$ cat config.mk
export PLATFORM = sky130hd
export DESIGN_NAME = door_access_ctrl
export DESIGN_NICKNAME = d
export VERILOG_FILES = /design/src/rtl/door_pkg.sv /design/src/rtl/door_timer.sv /design/src/rtl/door_access_ctrl.sv
export SDC_FILE = /design/constraint.sdc
export NUM_CORES = 1
export LEC_CHECK = 0
export ABC_AREA = 1
export CORE_MARGIN = 1.5
export CORE_UTILIZATION = 55
export DETAILED_ROUTE_END_ITERATION = 7
export PLACE_DENSITY = 0.82
export SYNTH_ARGS = -nofsm -noshare
export SYNTH_HDL_FRONTEND = slang
export SYNTH_SLANG_ARGS = --single-unit
$ cat constraint.sdc
create_clock -name clk -period 4.95 [get_ports clk]
set_clock_uncertainty 0.05 [all_clocks]
set_input_delay 0.99 -clock clk [delete_from_list [all_inputs] [get_ports clk]]
set_output_delay 0.99 -clock clk [all_outputs]
set_load 0.005 [all_outputs]
$ cat src/rtl/door_pkg.sv
// Shared types for the door access controller: FSM state enum and the
// externally visible state_code encodings.
package door_pkg;

    localparam logic [1:0] CODE_LOCKED   = 2'd0;
    localparam logic [1:0] CODE_UNLOCKED = 2'd1;
    localparam logic [1:0] CODE_HELD     = 2'd2;
    localparam logic [1:0] CODE_LOCKOUT  = 2'd3;

    typedef enum logic [1:0] {
        ST_LOCKED   = CODE_LOCKED,
        ST_UNLOCKED = CODE_UNLOCKED,
        ST_HELD     = CODE_HELD,
        ST_LOCKOUT  = CODE_LOCKOUT
    } state_e;

endpackage

$ cat src/rtl/door_timer.sv
// Loadable down-counter with a zero flag; shared by the unlock and lockout windows.
module door_timer #(
    parameter int unsigned WIDTH = 8
) (
    input  logic             clk,
    input  logic             reset,
    input  logic             load,
    input  logic [WIDTH-1:0] load_val,
    input  logic             dec,
    output logic             zero
);

    logic [WIDTH-1:0] count_d;
    logic [WIDTH-1:0] count_q;

    // Load beats decrement; the count parks at zero instead of wrapping.
    always_comb begin
        count_d = count_q;
        if (load) begin
            count_d = load_val;
        end else if (dec && (count_q != '0)) begin
            count_d = count_q - WIDTH'(1);
        end
    end

    always_ff @(posedge clk or posedge reset) begin
        if (reset) begin
            count_q <= '0;
        end else begin
            count_q <= count_d;
        end
    end

    assign zero = (count_q == '0);

endmodule

$ cat src/rtl/door_access_ctrl.sv
// Door access controller: keypad/pushbutton unlock FSM with timed unlock window,
// ajar alarm and bad-PIN lockout. All outputs come straight from flops.
module door_access_ctrl
    import door_pkg::*;
#(
    parameter int unsigned UNLOCK_CYC  = 250_000_000,
    parameter int unsigned LOCKOUT_CYC = 1_500_000_000,
    parameter int unsigned MAX_FAIL    = 3
) (
    input  logic       clk,
    input  logic       reset,
    input  logic       booked,
    input  logic       pin_valid,
    input  logic       pin_ok,
    input  logic       pb_exit,
    input  logic       door_closed,
    output logic       lock_output,
    output logic       granted,
    output logic       denied,
    output logic       ajar_alarm,
    output logic [1:0] state_code
);

    localparam int unsigned MAX_CYC = (UNLOCK_CYC > LOCKOUT_CYC) ? UNLOCK_CYC : LOCKOUT_CYC;
    localparam int unsigned TW      = $clog2(MAX_CYC + 1);
    localparam logic [TW-1:0] UNLOCK_LOAD  = TW'(UNLOCK_CYC - 1);
    localparam logic [TW-1:0] LOCKOUT_LOAD = TW'(LOCKOUT_CYC - 1);
    localparam logic [2:0]    MAX_FAIL_C   = 3'(MAX_FAIL);

    state_e        state_d, state_q;
    logic          pb_q;
    logic          pb_edge;
    logic [2:0]    fail_d, fail_q;
    logic          pin_good;
    logic          grant_evt, deny_evt;
    logic          tmr_load, tmr_dec, tmr_zero;
    logic [TW-1:0] tmr_val;

    logic          lock_d, lock_q;
    logic          granted_d, granted_q;
    logic          denied_d, denied_q;
    logic          ajar_d, ajar_q;
    logic [1:0]    code_d, code_q;

    assign pb_edge  = pb_exit & ~pb_q;
    assign pin_good = pin_valid & pin_ok & ~booked;

    door_timer #(.WIDTH(TW)) u_timer (
        .clk      (clk),
        .reset    (reset),
        .load     (tmr_load),
        .load_val (tmr_val),
        .dec      (tmr_dec),
        .zero     (tmr_zero)
    );

    // State register (all flops, asynchronous reset engages the bolt at once)
    always_ff @(posedge clk or posedge reset) begin
        if (reset) begin
            state_q   <= ST_LOCKED;
            pb_q      <= 1'b0;
            fail_q    <= '0;
            lock_q    <= 1'b1;
            granted_q <= 1'b0;
            denied_q  <= 1'b0;
            ajar_q    <= 1'b0;
            code_q    <= CODE_LOCKED;
        end else begin
            state_q   <= state_d;
            pb_q      <= pb_exit;
            fail_q    <= fail_d;
            lock_q    <= lock_d;
            granted_q <= granted_d;
            denied_q  <= denied_d;
            ajar_q    <= ajar_d;
            code_q    <= code_d;
        end
    end

    // Next-state logic; a pushbutton edge always pre-empts a same-cycle PIN
    always_comb begin
        state_d   = state_q;
        fail_d    = fail_q;
        grant_evt = 1'b0;
        deny_evt  = 1'b0;
        tmr_load  = 1'b0;
        tmr_val   = UNLOCK_LOAD;
        tmr_dec   = 1'b0;
        unique case (state_q)
            ST_LOCKED: begin
                if (pb_edge) begin
                    state_d  = ST_UNLOCKED;
                    tmr_load = 1'b1;
                end else if (pin_good) begin
                    state_d   = ST_UNLOCKED;
                    tmr_load  = 1'b1;
                    grant_evt = 1'b1;
                    fail_d    = '0;
                end else if (pin_valid && pin_ok) begin
                    deny_evt = 1'b1;
                end else if (pin_valid) begin
                    deny_evt = 1'b1;
                    fail_d   = (fail_q < MAX_FAIL_C) ? fail_q + 3'd1 : fail_q;
                    if (fail_d == MAX_FAIL_C) begin
                        state_d  = ST_LOCKOUT;
                        tmr_load = 1'b1;
                        tmr_val  = LOCKOUT_LOAD;
                    end
                end
            end
            ST_UNLOCKED: begin
                tmr_dec = 1'b1;
                if (pb_edge || pin_good) begin
                    tmr_load  = 1'b1;
                    grant_evt = ~pb_edge;
                end else begin
                    deny_evt = pin_valid;
                    if (tmr_zero) begin
                        state_d = door_closed ? ST_LOCKED : ST_HELD;
                    end
                end
            end
            ST_HELD: begin
                if (door_closed) begin
                    state_d = ST_LOCKED;
                end
            end
            ST_LOCKOUT: begin
                tmr_dec = 1'b1;
                if (pb_edge) begin
                    state_d  = ST_UNLOCKED;
                    tmr_load = 1'b1;
                    fail_d   = '0;
                end else begin
                    deny_evt = pin_valid;
                    if (tmr_zero) begin
                        state_d = ST_LOCKED;
                        fail_d  = '0;
                    end
                end
            end
            default: state_d = ST_LOCKED;
        endcase
    end

    // Output decode from the next state, so outputs land on the same edge
    always_comb begin
        lock_d    = (state_d == ST_LOCKED) || (state_d == ST_LOCKOUT);
        ajar_d    = (state_d == ST_HELD);
        code_d    = state_d;
        granted_d = grant_evt;
        denied_d  = deny_evt;
    end

    assign lock_output = lock_q;
    assign granted     = granted_q;
    assign denied      = denied_q;
    assign ajar_alarm  = ajar_q;
    assign state_code  = code_q;

endmodule

After elaboration in Yosys (flattened, before gate mapping). Cells that the tools add are included. W data, S select, Z words.

Flip-flop bits (word level): 41. Output and inout bits: 6.

Add/sub/neg operators: 2. Order comparisons: 1. Eq/ne operators: 10. Multiplexer cells: 48. Bitwise logic cells: 6. Reductions and logical operators: 12.

Operators with widths (number): $mux W31 (8); $logic_not A31 Y1 (1); $reduce_bool A31 Y1 (1); $sub A31 B1 Y31 const B (1); $mux W2 (11); $mux W3 (7); $mux W1 (17); $ne A3 B3 Y1 const B (3); $eq A2 B2 Y1 const B (4); $pmux W2 S4 (1); $pmux W1 S3 (2); $pmux W3 S2 (1); $reduce_and A5 Y1 (1); $logic_not A2 Y1 (2); $reduce_bool A2 Y1 (2); $add A3 B1 Y3 const B (1); $and A1 B1 Y1 (3); $eq A3 B2 Y1 const B (1); $lt A3 B2 Y1 const B (1); $not A1 Y1 (3); $eq A2 B1 Y1 const B (1); $logic_and A1 B1 Y1 (2); $logic_or A1 B1 Y1 (2); $ne A2 B2 Y1 const B (1); 2 further kinds (2).

Logic depth before layout (Yosys ltp).
Depth in word-level cells: 11. Mapped depth: 13. Gate-level depth less buffers: 13.

By module. From an unflattened synthesis, not the netlist that was laid out.

Cells, all modules: 433. Area, all modules: 2844.0 um2.

Modules (own cells, without submodules): door_timer (times used 1, cells each 350, area an instance 2223.4 um2); door_access_ctrl (times used 1, cells each 83, area an instance 620.6 um2).

Worst setup path before layout. Ideal clock, no wire load.

Path type: input-to-reg. Start: input pin_valid. End: register lock_q (netlist: lock_output). Arrival: 2.092 ns. Setup slack: 2.725 ns. Stages: 11. Buffers on the path: 1. Path through: inv_1 > nor2_1 > nand3_1 > nor2_1 > nand2_1 > nand2_1 > nand2_2 > nand3_4 > clkinv_2 > buf_6 > ha_1.

Word-level cells in the longest chain between the ends: 7. Elaborated cells between the ends (all ways): 13. Classes of those cells: eq/ne: 1; mux: 6; bitwise: 2; reduce/logical: 4.

Ends and longest elaborated chain: start, declared (RTL line door_access_ctrl.sv:13) `input logic pin_valid,`; $mux W2, or another cell as far along (RTL line door_access_ctrl.sv:101) `end else if (pin_valid) begin`; $mux W2 or $and A1 B1 Y1 (tied branches) (RTL line door_access_ctrl.sv:99, door_access_ctrl.sv:46); $mux W2 or $logic_or A1 B1 Y1 (tied branches) (RTL line door_access_ctrl.sv:94, door_access_ctrl.sv:113); $mux W2, on equally long branches (RTL line door_access_ctrl.sv:91, door_access_ctrl.sv:113); $pmux W2 S4 * (RTL line door_access_ctrl.sv:89) `unique case (state_q)`; $eq A2 B2 Y1 or $logic_not A2 Y1 (tied branches) (RTL line door_access_ctrl.sv:148) `lock_d = (state_d == ST_LOCKED) || (state_d == ST_LOCKOUT);`; $logic_or A1 B1 Y1 * (RTL line door_access_ctrl.sv:148); named net lock_d (RTL line door_access_ctrl.sv:39) `logic lock_d, lock_q;`; end signal, assigned (RTL line door_access_ctrl.sv:72) `lock_q <= lock_d;`; end, declared (RTL line door_access_ctrl.sv:39).

Mark *: on every way through the listed nets, which the timed path passes. The rest lies on a longest branch. A chain may end at the register's enable or synchronous reset.

Final worst setup path. Ends and elaborated chain as after synthesis.

==> metrics <==
post-route minimum period around 2.9 ns; startpoint types input port; commonest non-fill, non-tap cell in the layout nand2_1; CP endpoint kind register; Die X 73.10 µm; fmax 349.9 MHz; GRT Util Overall 0.2839; DP HPWL 5107 µm; worst hold-check path type reg -> reg; layout overhead on the synthesized area 10.46%; chip height 73.10 µm; Setup CP Type in -> reg; Mean Syn Cell Area 6.640 µm²; Netlist cell types 30; Post-CTS Setup Inserts 0; vias in the first global route between 2000 and 2500; Ys Warns 0; routed wire length 6728 µm; Lkg Pwr around 0.0014 µW; final setup TNS 0 ns; P per Cell Area 252.2 nW/µm²; Resized Gates After CTS 0; Final Hold Vio Count 0; CP arrival 3.02 ns; met2 wire len 3047 µm; number of fill cells 442; register area share after synthesis 0.3801; # diodes 0; crit-path max FO 17; Top Ports 13; Setup-failing EPs final 0; total grt overflow 0; Core Area between 4000 and 5000 µm²; clock sinks 41; Post-DRT Antenna Nets 0; metal3 WL 563 µm; Root Buffer clkbuf_8; largest net degree at the start of global routing 42; final net count 431; Reg clk slew, reported paths 0.08 ns; worst-skew pair later-pin latency 0.30 ns; htree depth 2; DR iter-0 viols 288; DRC violations left 0; Via density 5.463; outcome finished clean; Worst slew margin 0.3838; Final Cell Area 2985 µm²; placed instance area 2878 µm²; initial antenna violation count 0; uppermost routed layer met4; proportion of layout cells with a drive suffix above 1 0.05226; DR vias 2666; IO buf count 12; Slew @ Worst Pin slightly above 0.9 ns; Final Cycle Share 0.5774; Peak VDD IR 154.9 µV; CTS tree built; die area 5344 µm²; hold_buf cts 0; Max Cap Viol 0; post-synth net total 418; wl on met1 2994 µm; fin. max-slew vios 0; CTS max path bufs 2; post-synthesis instance area 2703 µm²; Initial Utilization 0.5722; gpl congestion 0.9523; CP Data Required Time 5.12 ns; CTS Buf Count 5; average routed wire per standard cell 13.79 µm; fin util 0.6321; DR pass1 iterations 5; Yosys reg bits 41; unrepaired setup endpoints after global routing no; power consumption 752.8 µW; post-synthesis cell count 407; commonest non-fill, non-tap cells in the layout nand2_1, nor2_1, dfrtp_1, nand3_1, inv_1; row cnt 25; first-pass GRT wire length 11520 µm
## kinds of logic (layout without fill, tap and decap cells)
group,Yosys count,in the layout,synth area share
AOI/OAI and AO/OA,32,32,0.06389
xor gates and xnor gates,10,10,0.03241
adders and majority gates,4,4,0.01852
buffers and inverters,43,57,0.06527
DFF,41,41,0.3801
and+or+nand+nor,277,277,0.4398
## registers in the layout, indices dropped and copies added (netlist names)
| name | cells |
|---|---|
| u_timer.count_q | 31 |
| ajar_alarm | 1 |
| granted | 1 |
| pb_q | 1 |
| fail_q | 3 |
| state_code | 2 |
| lock_output | 1 |
| denied | 1 |
## synth_stat cells
cell / number / area share
nand2_1: 130 / 0.18
nor2_1: 78 / 0.11
dfrtp_1: 40 / 0.37
nand3_1: 39 / 0.072
inv_1: 33 / 0.046
o21ai_0: 17 / 0.031
nand4_1: 11 / 0.025
a21oi_1: 7 / 0.013
xor2_1: 7 / 0.023
nor3_1: 6 / 0.011
buf_2: 5 / 0.0093
ha_1: 4 / 0.019
nand3b_1: 4 / 0.011
nand2_2: 3 / 0.0069
o21ai_1: 3 / 0.0056
xnor2_1: 3 / 0.0097
clkbuf_1: 2 / 0.0028
nor2_2: 2 / 0.0046
nor2_4: 2 / 0.0083
a21boi_1: 1 / 0.0028
a31oi_1: 1 / 0.0023
buf_6: 1 / 0.0042
clkinv_2: 1 / 0.0019
dfstp_2: 1 / 0.0097
inv_2: 1 / 0.0014
nand3_4: 1 / 0.0065
nand4_2: 1 / 0.0046
o21ai_2: 1 / 0.0032
o21bai_1: 1 / 0.0028
o31ai_1: 1 / 0.0028
## metrics by stage
step                hold WS, ns  worst slack [ns]  cells
finish                   0.4665             2.092    488
floorplan                0.4141             2.725    407
global placement         0.4402             1.880    480
global route             0.4770             1.897    488
CTS                      0.4655             2.094    488
detailed placement       0.4464             1.786    480
## final timing paths
path,from,end,slack [ns],depth (start not counted)
hold / removal,state_code[1],granted,0.47,1
setup / recovery,pin_valid,lock_output,2.09,11
setup reg to reg,u_timer.count_q[0],u_timer.count_q[25],2.54,10
max in group asynchronous,reset,lock_output,3.41,3
hold reg to reg,state_code[1],granted,0.47,1
min in group asynchronous,reset,u_timer.count_q[2],1.05,3
## cell type report
type                       instances  area, µm²  area share
timing repair buffer              14      135.1     0.04526
clock inverter                     2      35.03     0.01174
sequential                        41       1027      0.3441
clock buffer                       6      72.57     0.02431
inverter                          35      132.6     0.04443
tap                               67      83.83     0.02808
multi-input combinational        323       1499      0.5021
## critical path, cell delays in order
cell	delay (ns)
clkdlybuf4s50_1	0.52
inv_1	0.05
nor2_1	0.09
nand3_1	0.07
nor2_1	0.13
nand2_1	0.06
nand2_1	0.09
nand2_2	0.18
nand3_4	0.23
clkinv_2	0.25
ha_1	0.36
## layer usage
| metal | vias to the layer above | GRT usage |
|---|---|---|
| li1 | 1326 | - |
| met1 | 1203 | 0.4186 |
| met2 | 123 | 0.4253 |
| met3 | 14 | 0.04834 |
| met4 | 0 | 0.08595 |
| met5 | - | 0 |
## power breakdown
part	internal, µW	total, µW	switching (µW)
Combinational	38.8	110	71.3
Clock	150	262	113
Sequential	358	380	22.7
Total	546	753	207
Power figures use the tool's default switching activity.
